`config.mk`:
```
export PLATFORM = sky130hd
export DESIGN_NAME = ctl_latency_watchdog
export DESIGN_NICKNAME = d
export VERILOG_FILES = /design/src/rtl/controlpkg.sv /design/src/rtl/ctl_latency_watchdog.sv
export SDC_FILE = /design/constraint.sdc
export NUM_CORES = 1
export LEC_CHECK = 0
export BUFFER_PORTS_ARGS = -buffer_cell sky130_fd_sc_hd__buf_2
export CORE_UTILIZATION = 28
export CTS_BUF_LIST = sky130_fd_sc_hd__clkbuf_4
export DETAILED_ROUTE_END_ITERATION = 12
export PLACE_DENSITY_LB_ADDON = 0.05
export SLEW_MARGIN = 20
export SYNTH_ARGS = -nofsm -noshare
export SYNTH_HDL_FRONTEND = slang
export SYNTH_SLANG_ARGS = --single-unit
```
`constraint.sdc`:
```
create_clock -name clk_i -period 1.8 [get_ports clk_i]
set_clock_uncertainty 0.05 [all_clocks]
set_input_delay 0.36 -clock clk_i [delete_from_list [all_inputs] [get_ports clk_i]]
set_output_delay 0.36 -clock clk_i [all_outputs]
set_load 0.005 [all_outputs]
```
`src/rtl/controlpkg.sv`:
```
// Shared types for the FP adder control path and its protocol checker.
package controlpkg;

  // Observed adder control FSM state.
  typedef enum logic [2:0] {
    IDLE  = 3'd0,
    DISSR = 3'd1,
    ALIGN = 3'd2,
    NORM  = 3'd3,
    DONE  = 3'd4
  } StateType;

  localparam int NRULES = 8;

  // Bit position of each protocol rule in the violation vectors.
  typedef enum logic [2:0] {
    RULE_RST     = 3'd0,
    RULE_GO      = 3'd1,
    RULE_MUX     = 3'd2,
    RULE_SRE     = 3'd3,
    RULE_ONEHOT  = 3'd4,
    RULE_INCDEC  = 3'd5,
    RULE_SHAMT   = 3'd6,
    RULE_TIMEOUT = 3'd7
  } RuleType;

  // Latency watchdog state.
  typedef enum logic [1:0] {
    CK_IDLE    = 2'd0,
    CK_TRACK   = 2'd1,
    CK_TIMEOUT = 2'd2
  } CheckStateType;

  // Index of the lowest set bit; lower rule numbers take priority.
  function automatic logic [2:0] lowest_rule(input logic [NRULES-1:0] v);
    logic [2:0] idx;
    idx = '0;
    for (int i = NRULES - 1; i >= 0; i--) begin
      if (v[i]) idx = 3'(i);
    end
    return idx;
  endfunction

endpackage

```
`src/rtl/ctl_latency_watchdog.sv`:
```
// Latency watchdog: counts consecutive non-IDLE cycles and flags one timeout
// per transaction once the count reaches MAXLAT.
module ctl_latency_watchdog
  import controlpkg::*;
#(
  parameter int MAXLAT = 64
) (
  input  logic clk_i,
  input  logic rst_ni,
  input  logic active_i,
  output logic timeout_o,
  output logic busy_o
);

  localparam int CW = $clog2(MAXLAT + 1);

  CheckStateType  state_q, state_d;
  logic [CW-1:0]  cnt_q, cnt_d;

  // State and counter registers with synchronous reset.
  always_ff @(posedge clk_i) begin
    // NOTE: sequential state uses non-blocking assignments so every flop sees pre-edge values.
    if (!rst_ni) begin
      state_q <= CK_IDLE;
      cnt_q   <= '0;
    end else begin
      state_q <= state_d;
      cnt_q   <= cnt_d;
    end
  end

  // Next-state, counter and one-shot timeout decode.
  always_comb begin
    // NOTE: defaults first so no path through the case leaves a latch behind.
    state_d   = state_q;
    cnt_d     = cnt_q;
    timeout_o = 1'b0;
    unique case (state_q)
      CK_IDLE: begin
        if (active_i) begin
          state_d = CK_TRACK;
          cnt_d   = CW'(1);
        end
      end
      CK_TRACK: begin
        if (!active_i) begin
          state_d = CK_IDLE;
          cnt_d   = '0;
        end else if (cnt_q == CW'(MAXLAT)) begin
          timeout_o = 1'b1;
          state_d   = CK_TIMEOUT;
        end else begin
          cnt_d = cnt_q + CW'(1);
        end
      end
      CK_TIMEOUT: begin
        if (!active_i) begin
          state_d = CK_IDLE;
          cnt_d   = '0;
        end
      end
      default: begin
        state_d = CK_IDLE;
        cnt_d   = '0;
      end
    endcase
  end

  assign busy_o = (state_q != CK_IDLE);

endmodule

```
==> metrics, run 1 <==
status=finished with violations; violated checks=negative setup slack; final worst setup slack=-75.3 ps; static leakage=0.000300 uW; Mapped Area=556 um2; CTS tree=built; Yosys cell types=30; vias in the first global route=477; clock sink total=9; first-pass GRT wire length=2190 um; total power per unit cell area=616 nW/um2; DRT Wirelength=1240 um; sequential fraction of design power=0.476; drt wl/cell=11.8 um; syn_nets=69; Top delay family on crit path=simple AND/OR/NAND/NOR gates; post-route setup TNS=-130 ps; clk buf depth=2; clk slew on worst S/H paths=60 ps; post-synth top area share=0.324; Synth Flop Type=dfxtp_1; register area=184 um2; EDFF count, synth=0; DRC=0; Switching Fraction=0.249; Antenna Nets Post-Route=0; # fillers=196; Clk pwr share=0.395; DR iter-0 viols=12; final setup fails=3; Die Span X=46.5 um; nature of the critical path startpoint=flip-flop; Cells after Synth=64; Data arrival, critical path=1470 ps; final hold violation count=0; Die Ht=46.5 um; Worst Setup Path Type=flip-flop to primary output; Slew HR=0.783; Initial Util=0.308; internal power=331 uW; Slowest cell on crit path=or4b_4; Vias=508; worst path required time=1390 ps; area occupied by multi-input gates=364 um2; VDD IR max=0.403 mV; Ys Warns=0; Post-CTS Hold Buffers=0; Yosys top cell by area=dfxtp_1; register area share after synthesis=0.324; fmax=533 MHz; pin count of the biggest net entering global routing=11; Final Cycle Share=1.04; post-synthesis average cell area=8.68 um2; Rows=15; CTS root buf=clkbuf_4; crit-path max FO=2; Gate power share=0.129; Critical path buffers and inverters=1; Final HPWL DP=977 um; Psw=110 uW; Vias/cell=4.84; Synth area leaders=dfxtp_1 32%, o21ai_0 6.3%, xor2_1 4.7%, ha_1 4.5%, or3_1 4.5%; Critical Path End Type=primary output; Slew Limit Fails=0; top-level port count=5; hold crit path type=primary input to flip-flop; asr flop ratio synth=0; Layout area overhead=28.8%; Final Wtd Congestion=0.777; H-tree levels=1; core outline area=1800 um2; Pre-antenna DRT Iters=6; GR Overflow Total=0; critical path's largest stage delay=550 ps; pre-CTS setup slack=17.6 ps; synthesized flop and latch total=9; total track usage=0.149; # Max-Cap Violations=0; die area=2170 um2; nets=86; RSZ-0062 raised after global routing=true; clk_lat worst skew=260 ps; worst-margin pin slew=324 ps; CTS buffer count=3; port bufs=4; diode count=0; share of cells above drive strength 1=0.363; worst-path cell chain=or4b_4, nor4_4, buf_2; crit path time final=1880 ps; initial antenna violation count=0
-- final timing paths --
kind | startpoint | end | slack, ps | cells after the start
worst max-delay path | cnt_q[3] | timeout_o | -80 | 3
worst min-delay path | rst_ni | cnt_q[0] | 320 | 2
worst max register to register | cnt_q[3] | cnt_q[0] | -50 | 5
worst min register to register | cnt_q[6] | cnt_q[6] | 440 | 2
-- cells by family (layout without fill, tap and decap cells) --
| family | Yosys count | count (layout) | share of synthesized area |
|---|---|---|---|
| adder cells (fa/ha/maj) | 2 | 2 | 0.0450 |
| XOR/XNOR | 3 | 3 | 0.0473 |
| AO/OA/AOI/OAI | 17 | 17 | 0.191 |
| AND/OR/NAND/NOR | 26 | 26 | 0.331 |
| multiplexers | 1 | 1 | 0.0180 |
| buffers and inverters | 6 | 22 | 0.0428 |
| flip-flops | 9 | 9 | 0.324 |
-- final cells by class --
| cell class | instances | area share |
|---|---|---|
| well taps | 25 | 0.0437 |
| flip-flops and latches | 9 | 0.257 |
| multi-input cells | 49 | 0.509 |
| inverters | 5 | 0.0262 |
| clock buffers | 4 | 0.0420 |
| repair buffers | 13 | 0.122 |
-- timing repair --
action	CTS	global route
pin swaps	5	1
resized for setup	3	3
buffers inserted	2	1
endpoints found under the setup margin	1	4
-- state kept, by name (all words and copies together) (netlist names) --
signal   cells
cnt_q        7
state_q      2
-- cells in the mapped netlist (2+ instances only) --
cell type  instances
dfxtp_1            9
o21ai_0            7
inv_1              5
or3_1              4
a21oi_1            3
nand2_1            3
nand2b_1           3
nor2_1             3
xor2_1             3
ha_1               2
nor2b_1            2
o211ai_1           2
-- cell usage in the layout, fill, tap and decap left out, types with 2 or more instances in the layout --
cell and n:
clkbuf_4 4, o211ai_1 2, buf_4 9, dfxtp_1 6, ha_1 2, inv_1 4, xor2_1 3, nor2_1 3
buf_2 4, o21ai_0 7, nand2b_1 2, nor2b_1 2, nand2_1 3, a21oi_1 3, dfxtp_2 3, or3_1 3
-- through the flow --
step | utilization | std cells | area [um2] | hold WS (ps) | power, uW
3_3_place_gp | 0.359 | 98 | 647 | 423 | 264
4_1_cts | 0.388 | 104 | 698 | 299 | 445
6_report | 0.397 | 105 | 716 | 316 | 441
5_1_grt | 0.397 | 105 | 716 | 300 | 471
2_1_floorplan | - | 64 | 556 | 404 | 245
3_5_place_dp | 0.359 | 98 | 647 | 432 | 264
-- routing by layer --
| metal | track usage | wire (um) |
|---|---|---|
| met2 | 0.194 | 539 |
| met1 | 0.206 | 643 |
| met4 | 0.0882 | 12 |
| met5 | 0 | 0 |
| met3 | 0.0471 | 48 |
-- power by group through the flow --
stage / clock, uW / sequential [uW] / combinational [uW]
global placement: 0 / 214 / 50.5
CTS: 184 / 210 / 50.6
detailed placement: 0 / 214 / 49.8
finish: 174 / 210 / 57.0
floorplan: 0 / 211 / 34.5
global route: 196 / 210 / 64.3
No activity file was read; power rests on OpenSTA's default activity.
==> run 2: changes to the inputs <==
--- a/config.mk
+++ b/config.mk
@@ -8,7 +8,9 @@
 export BUFFER_PORTS_ARGS = -buffer_cell sky130_fd_sc_hd__buf_2
 export CORE_UTILIZATION = 28
 export CTS_BUF_LIST = sky130_fd_sc_hd__clkbuf_4
+export CTS_CLUSTER_SIZE = 8
 export DETAILED_ROUTE_END_ITERATION = 12
+export MAX_ROUTING_LAYER = met4
 export PLACE_DENSITY_LB_ADDON = 0.05
 export SLEW_MARGIN = 20
 export SYNTH_ARGS = -nofsm -noshare
==> constraint.sdc (replaced) <==
create_clock -name clk_i -period 1.85 [get_ports clk_i]
set_clock_uncertainty 0.05 [all_clocks]
set_input_delay 0.37 -clock clk_i [delete_from_list [all_inputs] [get_ports clk_i]]
set_output_delay 0.37 -clock clk_i [all_outputs]
set_load 0.005 [all_outputs]
==> run 2 against run 1 <==
  * The flow still finishes with violations (negative setup slack)
  * Routed wire length shrank 2.3%
  * Sequential power down 3%
  * First-iteration DRC count increased by 8.3%
  * Sequential cell count did not move
  * Sequential share of layout area down 0.26 points
  * Total power decreased by 2.1%
  * Critical path type unchanged
  * Critical endpoint unchanged
  * Largest power group unchanged
==> metrics, run 2 (same netlist as run 1, synthesis figures left out) <==
top-level port count=5; Final Cell Area=713 um2; Post-DP Area=654 um2; Data arrival, critical path=1440 ps; fmax=537 MHz; commonest non-fill, non-tap cells in the layout=9 x buf_4, 8 x dfxtp_1, 7 x o21ai_0, 5 x inv_1; final setup fails=1; final worst setup slack=-12.1 ps; Critical path buffers and inverters=1; FF-to-FF setup slack=60 ps; total power per unit cell area=605 nW/um2; violated checks=negative setup slack; first-pass GRT wire length=2130 um; r2r startpoint=cnt_q[3]; Worst Setup Path Type=flip-flop to primary output; crit-path max FO=2; Min Hold Slack=323 ps; Final Cycle Share=1.01; Slowest cell on crit path=or4b_4; Die Span X=46.5 um; GR Overflow Total=0; CTS tree=built; Final Wtd Congestion=0.763; Initial Util=0.308; Reg-to-Reg End=state_q[1]; core outline area=1800 um2; pin count of the biggest net entering global routing=11; worst hold stages=2; clk_lat worst skew=270 ps; Vias/cell=4.90; Slew HR=0.748; nets=86; die area=2170 um2; initial antenna violation count=0; CTS buffer count=3; total track usage=0.146; crit path time final=1860 ps; placed insts=99; cell count along the critical path=3; worst-margin pin slew=376 ps; clock sink total=9; Slew Limit Fails=0; CTS root buf=clkbuf_4; H-tree levels=1; most common cell after layout, fill and taps aside=buf_4; RSZ-0062 raised after global routing=true; Critical Path End Type=primary output; Layout area overhead=28.4%; clk buf depth=2; vias in the first global route=458; clk slew on worst S/H paths=70 ps; VDD IR max=0.417 mV; Post-CTS Hold Buffers=0; pre-CTS setup slack=80.5 ps; Largest register FFs=7; port bufs=4; status=finished with violations; DRT Wirelength=1220 um; Vias=515; DR iter-0 viols=13; Reg with most FFs=cnt_q; final core utilization=0.396; Rows=15; Die Ht=46.5 um; final hold violation count=0; Pre-antenna DRT Iters=4; diode count=0; # Max-Cap Violations=0; hold crit path type=primary input to flip-flop; Top delay family on crit path=simple AND/OR/NAND/NOR gates; Final HPWL DP=938 um; Antenna Nets Post-Route=0; worst path required time=1430 ps; DRC=0; Top Registers=cnt_q (7), state_q (2); worst-path cell chain=or4b_4, nor4_4, buf_2; static leakage=0.000299 uW; nature of the critical path startpoint=flip-flop; Hold Path End=cnt_q[0]; Finished Layout Cells=105; critical path's largest stage delay=560 ps; Hold Crit Start=rst_ni; R2R depth=5; drt wl/cell=11.6 um; share of cells above drive strength 1=0.325
-- run 2: cell count changes in the layout (fill, tap and decap cells not counted) --
cell,previous run,this run
inv_2,1,0
inv_1,4,5
dfxtp_1,6,8
dfxtp_2,3,1
-- run 2: final cells by class --
| type | count | area, um2 |
|---|---|---|
| Multi-Input combinational cell | 49 | 364 |
| Sequential cell | 9 | 181 |
| Clock buffer | 4 | 30.0 |
| Tap cell | 25 | 31.3 |
| Fill cell | 197 | 1090 |
| Timing Repair Buffer | 13 | 87.6 |
| Inverter | 5 | 18.8 |
-- run 2: timing repair --
action,4_1_cts,5_1_grt
setup endpoints to repair,1,4
pin swaps,2,2
setup buffers,2,0
resized for setup,0,3
-- run 2: metal layers --
metal  up-vias  global-route usage  routed length [um]
li1        268                   -                   -
met1       234               0.206                 634
met2         9               0.189                 533
met3         4              0.0235                  26
met4         0              0.0882                  21
met5         -                   -                   0
-- run 2: through the flow --
step	TNS (ps)	total power [uW]
2_1_floorplan	0	239
3_3_place_gp	0	261
3_5_place_dp	0	260
4_1_cts	-21.7	432
5_1_grt	-109	454
6_report	-12.1	432
-- run 2: worst max path at each step --
stage                         from        end
after floorplan           cnt_q[2]   cnt_q[0]
after global placement    cnt_q[2]  timeout_o
after detailed placement  cnt_q[2]  timeout_o
after CTS                 cnt_q[3]  timeout_o
after global routing      cnt_q[2]  timeout_o
final                     cnt_q[3]  timeout_o
-- run 2: where the power goes --
part | internal (uW) | switching (uW) | leakage (uW)
clock | 98.0 | 74.2 | 0.0000184
combinational | 25.2 | 31.0 | 0.000207
sequential | 198 | 4.76 | 0.0000734
==> run 3: changes to the inputs <==
--- a/config.mk
+++ b/config.mk
@@ -12,7 +12,6 @@
 export DETAILED_ROUTE_END_ITERATION = 12
 export MAX_ROUTING_LAYER = met4
 export PLACE_DENSITY_LB_ADDON = 0.05
-export SLEW_MARGIN = 20
 export SYNTH_ARGS = -nofsm -noshare
 export SYNTH_HDL_FRONTEND = slang
 export SYNTH_SLANG_ARGS = --single-unit
==> constraint.sdc (replaced) <==
create_clock -name clk_i -period 2.1 [get_ports clk_i]
set_clock_uncertainty 0.05 [all_clocks]
set_input_delay 0.105 -clock clk_i [delete_from_list [all_inputs] [get_ports clk_i]]
set_output_delay 0.105 -clock clk_i [all_outputs]
set_load 0.005 [all_outputs]
==> run 3 against run 2 <==
  * The run now ends clean
  * Die area unchanged
  * Non-clock buffer count decreased by 8
  * Hold slack got worse by 270 ps
  * Setup slack improved by 170 ps
  * Total power decreased by 13%
  * Sequential cell count unchanged
  * Final cell count decreased by 7.6%
  * Sequential share of layout area increased by 2.7 points
  * Routed wire length decreased by 3.9%
  * Critical path depth unchanged
  * Combinational power decreased by 29%
  * Clock power decreased by 9%
  * Largest cell class unchanged
==> metrics, run 3 (same netlist as run 1, synthesis figures left out) <==
status=finished clean; Slew HR=0.773; register area=180 um2; clock sink total=9; VDD IR max=0.240 mV; H-tree levels=1; Worst Setup Path Type=flip-flop to primary output; Rows=15; Post-CTS Hold Buffers=0; RSZ-0062 raised after global routing=false; fmax=514 MHz; share of cells above drive strength 1=0.208; drt wl/cell=12.0 um; postcts setup bufs=0; Slew Limit Fails=0; crit path time final=1940 ps; internal power=278 uW; Slowest cell on crit path=or4b_4; area occupied by multi-input gates=352 um2; Pre-antenna DRT Iters=3; cts repair resizes=0; Vias=492; Critical Path End Type=primary output; first-pass GRT wire length=2040 um; met1 usage in global routing=0.163; Die Ht=46.5 um; final setup fails=0; Reg with most FFs=cnt_q; top-level port count=5; Final HPWL DP=834 um; Final Wtd Congestion=0.698; port bufs=4; pin count of the biggest net entering global routing=11; Antenna Nets Post-Route=0; busiest grt layer=met2; hold crit path type=primary input to flip-flop; clk_lat worst skew=270 ps; crit-path max FO=7; CTS root buf=clkbuf_4; worst-path cell chain=or4b_4, nor4_4, buf_2; Vias/cell=5.07; commonest non-fill, non-tap cells in the layout=9 x dfxtp_1, 7 x o21ai_0, 5 x inv_1; met3 GRT Util=0.0471; Critical path buffers and inverters=1; die area=2170 um2; diode count=0; CTS buffer count=3; most common cell after layout, fill and taps aside=dfxtp_1; total power per unit cell area=588 nW/um2; Layout area overhead=15.1%; DR iter-0 viols=11; critical path's largest stage delay=590 ps; Switching Fraction=0.261; core outline area=1800 um2; Psw=98.1 uW; GR Layer Usage met2=0.197; Final Cell Area=639 um2; DRT Wirelength=1170 um; Top delay family on crit path=simple AND/OR/NAND/NOR gates; worst-margin pin slew=338 ps; Post-DP Area=609 um2; Data arrival, critical path=1790 ps; DRC=0; nets=78; nature of the critical path startpoint=flip-flop; Die Span X=46.5 um; total track usage=0.142; Final Cycle Share=0.926; vias in the first global route=484; post-route setup TNS=0 ps; initial antenna violation count=0; Gate power share=0.106; clk buf depth=2; clk slew on worst S/H paths=60 ps; # Max-Cap Violations=0; Top Registers=cnt_q (7), state_q (2); GR Overflow Total=0; Clk pwr share=0.414; Largest register FFs=7; Min Hold Slack=54.3 ps; worst path required time=1950 ps; Initial Util=0.308; static leakage=0.000255 uW; final hold violation count=0; # fillers=200; CTS tree=built; sequential fraction of design power=0.480
run 3: path summary, 6_finish.rpt:
kind / depth (start not counted) / start / slack (ps) / end
min reg2reg: 2 / cnt_q[6] / 460 / cnt_q[6]
max reg2reg: 4 / cnt_q[2] / 300 / cnt_q[0]
max: 3 / cnt_q[2] / 160 / timeout_o
min: 2 / rst_ni / 50 / cnt_q[0]
run 3: worst reg2reg max path: cells and delay by family, from the launching register on:
kind             cells  cell delay (ps)
AND/OR/NAND/NOR      2              970
AO/OA/AOI/OAI        2              370
flip-flops           1              360
run 3: final cells by class:
type | count | share of cell area
clock buffers | 4 | 0.0470
well taps | 25 | 0.0489
repair buffers | 5 | 0.0431
flip-flops and latches | 9 | 0.282
multi-input cells | 49 | 0.550
inverters | 5 | 0.0294
run 3: power by group through the flow:
stage | combinational (uW) | clock, uW | sequential [uW]
floorplan | 29.6 | 0 | 181
global placement | 40.4 | 0 | 185
detailed placement | 39.2 | 0 | 184
CTS | 39.9 | 157 | 180
global route | 45.2 | 171 | 181
finish | 39.8 | 156 | 180
run 3: layer usage:
metal  share of wire  vias up  wire, um
li1                -      248         -
met1            0.48      231       559
met2            0.45        7       530
met3           0.024        6        28
met4           0.043        0        50
met5               0        -         0
run 3: stage by stage:
stage,util,std cells,power (uW),worst slack (ps)
final,0.355,97,376,155
after floorplan,-,64,210,401
after global placement,0.338,93,225,361
after CTS,0.355,97,377,147
after global routing,0.355,97,397,83.8
after detailed placement,0.338,93,223,329
